[config.mk]
export PLATFORM = sky130hd
export DESIGN_NAME = mem_access_unit
export DESIGN_NICKNAME = d
export VERILOG_FILES = /design/src/rtl/mem_access_unit.sv
export SDC_FILE = /design/constraint.sdc
export NUM_CORES = 1
export LEC_CHECK = 0
export CAP_MARGIN = 20
export CORE_ASPECT_RATIO = 1.25
export CORE_UTILIZATION = 25
export CTS_BUF_LIST = sky130_fd_sc_hd__clkbuf_2
export DETAILED_ROUTE_END_ITERATION = 8
export GPL_ROUTABILITY_DRIVEN = 1
export SLEW_MARGIN = 20
export SYNTH_ARGS = -nofsm -noshare
export SYNTH_HDL_FRONTEND = slang
export SYNTH_SLANG_ARGS = --single-unit
[constraint.sdc]
create_clock -name clk -period 3.84 [get_ports clk]
set_clock_uncertainty 0.05 [all_clocks]
set_input_delay 0.768 -clock clk [delete_from_list [all_inputs] [get_ports clk]]
set_output_delay 0.768 -clock clk [all_outputs]
set_load 0.03 [all_outputs]
[src/rtl/mem_access_unit.sv]
// Multi-cycle memory-access engine: MAR/MDR latching, alignment check, read-data extension.
// Optional bus-timeout abort enabled by defining MAU_TIMEOUT_EN.
module mem_access_unit #(
  parameter int unsigned DATA_W  = 32,
  parameter int unsigned ADDR_W  = 8,
  parameter int unsigned TIMEOUT = 15
) (
  input  logic              clk,
  input  logic              clr,
  input  logic              start,
  input  logic              r_w,
  input  logic [1:0]        size,
  input  logic              se,
  input  logic [DATA_W-1:0] addr_in,
  input  logic [DATA_W-1:0] wdata_in,
  input  logic [DATA_W-1:0] mem_rdata,
  input  logic              mem_moc,
  output logic [ADDR_W-1:0] mem_addr,
  output logic [DATA_W-1:0] mem_wdata,
  output logic              mem_rw,
  output logic [1:0]        mem_size,
  output logic              mem_mov,
  output logic [DATA_W-1:0] rdata,
  output logic              busy,
  output logic              done,
  output logic              err
);

  typedef enum logic [1:0] {
    S_IDLE   = 2'd0,
    S_ACCESS = 2'd1,
    S_DONE   = 2'd2,
    S_ERR    = 2'd3
  } state_e;

  state_e              state_q, state_d;
  logic [ADDR_W-1:0]   mar_q, mar_d;
  logic [DATA_W-1:0]   mdr_q, mdr_d;
  logic [DATA_W-1:0]   rdata_q, rdata_d;
  logic                rw_q, rw_d;
  logic [1:0]          size_q, size_d;
  logic                se_q, se_d;
  logic                mov_q, mov_d;
  logic                busy_q, busy_d;
  logic                done_q, done_d;
  logic                err_q, err_d;
  logic                misaligned_c;
  logic [DATA_W-1:0]   ext_c;
  logic                unused_c;

`ifdef MAU_TIMEOUT_EN
  localparam int unsigned CNT_W = $clog2(TIMEOUT + 1);
  logic [CNT_W-1:0]    cnt_q, cnt_d;
`endif

  // Upper address bits never reach the bus.
  assign unused_c = ^{addr_in[DATA_W-1:ADDR_W], 32'(TIMEOUT)};

  assign misaligned_c = (size == 2'b11) ||
                        ((size == 2'b01) && addr_in[0]) ||
                        ((size == 2'b10) && (addr_in[1:0] != 2'b00));

  // Read-data extension selected by the latched size/se.
  always_comb begin
    ext_c = mem_rdata;
    case (size_q)
      2'b00:   for (int i = 8; i < int'(DATA_W); i++) ext_c[i] = se_q & mem_rdata[7];
      2'b01:   for (int i = 16; i < int'(DATA_W); i++) ext_c[i] = se_q & mem_rdata[15];
      default: ;
    endcase
  end

  always_comb begin
    state_d = state_q;
    mar_d   = mar_q;
    mdr_d   = mdr_q;
    rdata_d = rdata_q;
    rw_d    = rw_q;
    size_d  = size_q;
    se_d    = se_q;
`ifdef MAU_TIMEOUT_EN
    cnt_d   = cnt_q;
`endif
    case (state_q)
      S_IDLE: begin
        if (start) begin
          mar_d   = addr_in[ADDR_W-1:0];
          mdr_d   = wdata_in;
          rw_d    = r_w;
          size_d  = size;
          se_d    = se;
          state_d = misaligned_c ? S_ERR : S_ACCESS;
`ifdef MAU_TIMEOUT_EN
          cnt_d   = '0;
`endif
        end
      end
      S_ACCESS: begin
        if (mem_moc) begin
          if (rw_q) rdata_d = ext_c;
          state_d = S_DONE;
        end
`ifdef MAU_TIMEOUT_EN
        // mem_moc has priority over an expiring counter.
        else if ((cnt_q + CNT_W'(1)) == CNT_W'(TIMEOUT)) begin
          state_d = S_ERR;
        end else begin
          cnt_d = cnt_q + CNT_W'(1);
        end
`endif
      end
      S_DONE:  state_d = S_IDLE;
      S_ERR:   state_d = S_IDLE;
      default: state_d = S_IDLE;
    endcase

    mov_d  = (state_d == S_ACCESS);
    busy_d = (state_d != S_IDLE);
    done_d = (state_d == S_DONE);
    err_d  = (state_d == S_ERR);
  end

  always_ff @(posedge clk) begin
    if (clr) begin
      state_q <= S_IDLE;
      mar_q   <= '0;
      mdr_q   <= '0;
      rdata_q <= '0;
      rw_q    <= 1'b1;
      size_q  <= 2'b00;
      se_q    <= 1'b0;
      mov_q   <= 1'b0;
      busy_q  <= 1'b0;
      done_q  <= 1'b0;
      err_q   <= 1'b0;
`ifdef MAU_TIMEOUT_EN
      cnt_q   <= '0;
`endif
    end else begin
      state_q <= state_d;
      mar_q   <= mar_d;
      mdr_q   <= mdr_d;
      rdata_q <= rdata_d;
      rw_q    <= rw_d;
      size_q  <= size_d;
      se_q    <= se_d;
      mov_q   <= mov_d;
      busy_q  <= busy_d;
      done_q  <= done_d;
      err_q   <= err_d;
`ifdef MAU_TIMEOUT_EN
      cnt_q   <= cnt_d;
`endif
    end
  end

  assign mem_addr  = mar_q;
  assign mem_wdata = mdr_q;
  assign mem_rw    = rw_q;
  assign mem_size  = size_q;
  assign mem_mov   = mov_q;
  assign rdata     = rdata_q;
  assign busy      = busy_q;
  assign done      = done_q;
  assign err       = err_q;

endmodule

==> results.yml <==
run_status:
  outcome: "complete, no violations"
worst_setup_path:
  required_ns: 3.02
  critPathLaunchType: "flip-flop"
  crit_slowest_cell: "dfxtp_1"
  timing.rr.start: "state_q[0]"
  r2r_setup_slack_ns: 1.87
  path_cells: "clkdlybuf4s50_1"
  cp_data_arrival_time_ns: 2.19
  r2r_cells: 3
  cpPeakStageDelay_ns: 0.85
  path_max_fanout: 21
  worstReg2RegEnd: "rdata[31]"
  end_kind: "output pin"
  path_buf_inv: 1
  path_class: "flip-flop to output pin"
  critPathTopFamily: "flip-flops"
sta:
  timing.final.ws_setup_ns: 0.827
  rsz0062_at_grt: "false"
  final-max-slew-violation-count: 0
  slew-limit-headroom: 0.506
  fin_crit_sh: 0.785
  fmax_mhz: 332
  period_needed_ns: 3.01
  setup_tns_ns: 0
  hold_viol_final: 0
  worst_slew_pin_slew_ns: 0.741
  finalSetupViolCount: 0
power:
  switchingPower_uw: 569
  combPwrFrac: 0.248
  p_clk_frac: 0.238
  p_int_uw: 1270
  power.density_mw_per_mm2: 384
  leakage_uw: 0.00167
  p_seq_frac: 0.514
  switching_share: 0.310
  ir_drop_mv: 0.140
cts:
  cts_tree: "yes"
  cts-buffers-inserted: 9
  ctsRootBufferMaster: "clkbuf_2"
  htree_levels: 3
  insertion_delay_ns: 0.52
  cts_resized: 0
  cts_setup_buffers: 0
  cts.clk_slew.worst_paths_ns: 0.22
  tritoncts_num_sinks: 82
  hold_buffers: 0
  cts_buffer_depth: 2
synthesis:
  synth_cell_type_count: 26
  synthTopCellsByArea: "dfxtp_1, nand2_1, a21oi_1, a211oi_1, nor2_1"
  synth_top_area_cell: "dfxtp_1"
  syn_area_per_cell_um2: 8.43
  ys_warn_count: 0
  yosysTopAreaCellShare: 0.543
  syn-num-nets: 463
  syn_area_mm2: 0.00303
  synthCells: 359
  ys_seq_area_frac: 0.543
  ys_ff_latch: 82
global_route:
  grt_max_degree: 32
  grt_pass1_wl_um: 14300
  grt-ovfl-total: 0
  antenna_found_initial: 0
  grt_pass1_vias: 2940
  grtUsageTotal: 0.145
detailed_routing:
  drc: 0
  ant_nets: 0
  wl_um: 8710
  viasPerCell: 4.31
  first_pass_iters: 4
  vias: 2892
  drt_iter0_drc: 86
  wl_per_cell_um: 13.0
die:
  rows: 44
  design.core.area_mm2: 0.0117
  die_x_um: 100
  io_pins: 183
  die_area_mm2: 0.0125
  die_y_um: 125
  start_util: 0.258
hold_path:
  hp-class: "flip-flop to flip-flop"
  min_to: "mem_wdata[22]"
  hold_depth: 2
  min_from: "mem_wdata[22]"
final_layout:
  most-common-layout-cells: "clkdlybuf4s50_1, nand2_1, dfxtp_1"
  fin_area_mm2: 0.00478
  diodes: 0
  fin_nets: 610
  synthToLayoutAreaGrowth_pct: 58.0
  layout_commonest_cell: "clkdlybuf4s50_1"
  drive_above_1_share: 0.0569
place:
  post-place-ws_ns: 0.955
  hpwl_um: 6210
  routabilityCongestion: 0.696
  port_buffers: 158
  place_area_mm2: 0.00468
run:
  max_cap_violations: 0
## Yosys cell counts, drive strengths merged
library cell and n:
or3b 1, a31oi 1, or2 1, and3 1, inv 1, o21bai 1, o221ai 1, clkbuf 9
nor3 8, dfxtp 82, nor3b 1, nand4b 1, nor4bb 1, a21boi 1, buf 20, nor2 25
a21oi 53, o21a 1, and4b 1, nand3b 2, mux2 1, a211oi 26, nand2 120
## cell type report
type	instances	area (um2)
fill	1206	6950
sequential	82	1640
timing repair buffer	165	1630
multi-input combinational	247	1200
tap	161	201
clock buffer	11	55.1
clock inverter	4	43.8
inverter	1	3.75
## metal layers
layer  vias to the layer above  global-route usage  wire length, um
li1                       1491                   -                -
met1                      1295               0.169             3700
met2                        91               0.245             4270
met3                        15              0.0380              570
met4                         0              0.0699              172
met5                         -                   0                0
## per-stage QoR
| stage | total power [uW] | hold slack (ns) | cells | utilization |
|---|---|---|---|---|
| after floorplan | 1210 | 0.428 | 359 | - |
| after global placement | 1420 | 0.392 | 656 | 0.399 |
| after detailed placement | 1420 | 0.396 | 656 | 0.399 |
| after CTS | 1870 | 0.419 | 671 | 0.408 |
| after global routing | 1950 | 0.437 | 671 | 0.408 |
| final | 1840 | 0.416 | 671 | 0.408 |
## cell families after synthesis
group | Yosys count | share of synthesized area
flops | 82 | 0.543
buf+inv | 30 | 0.0591
mux | 1 | 0.00372
simple gates | 162 | 0.223
compound gates | 84 | 0.172
## how the worst max path moves through the flow
stage | from | end | slack [ns] | depth (start not counted)
floorplan | clr | mem_size[0] | 2.14 | 4
global placement | start | mem_wdata[29] | 1.02 | 5
detailed placement | start | mem_wdata[27] | 0.95 | 5
CTS | mem_size[1] | mem_size[1] | 0.75 | 1
global route | mem_size[1] | mem_size[1] | 0.66 | 1
finish | mem_size[1] | mem_size[1] | 0.83 | 1
## power by group through the flow
stage | Clock (uW) | Combinational [uW] | Sequential (uW)
finish | 437 | 455 | 944
global route | 500 | 492 | 954
CTS | 463 | 462 | 945
detailed placement | 0 | 460 | 962
global placement | 0 | 456 | 959
floorplan | 0 | 146 | 1060
## sequential cells by signal, summed over array words and instances, names as in the netlist
signal / flops
mem_wdata: 32
rdata: 32
mem_addr: 8
mem_size: 2
state_q: 2
busy: 1
done: 1
err: 1
mem_mov: 1
mem_rw: 1
se_q: 1
## worst reg2reg max path, delay by kind of cell, from the launching register on
kind | cells | cell delay, ns
AO/OA/AOI/OAI | 2 | 0.76
flip-flops | 1 | 0.55
AND/OR/NAND/NOR | 1 | 0.47
(Power assumes the default switching activity.)
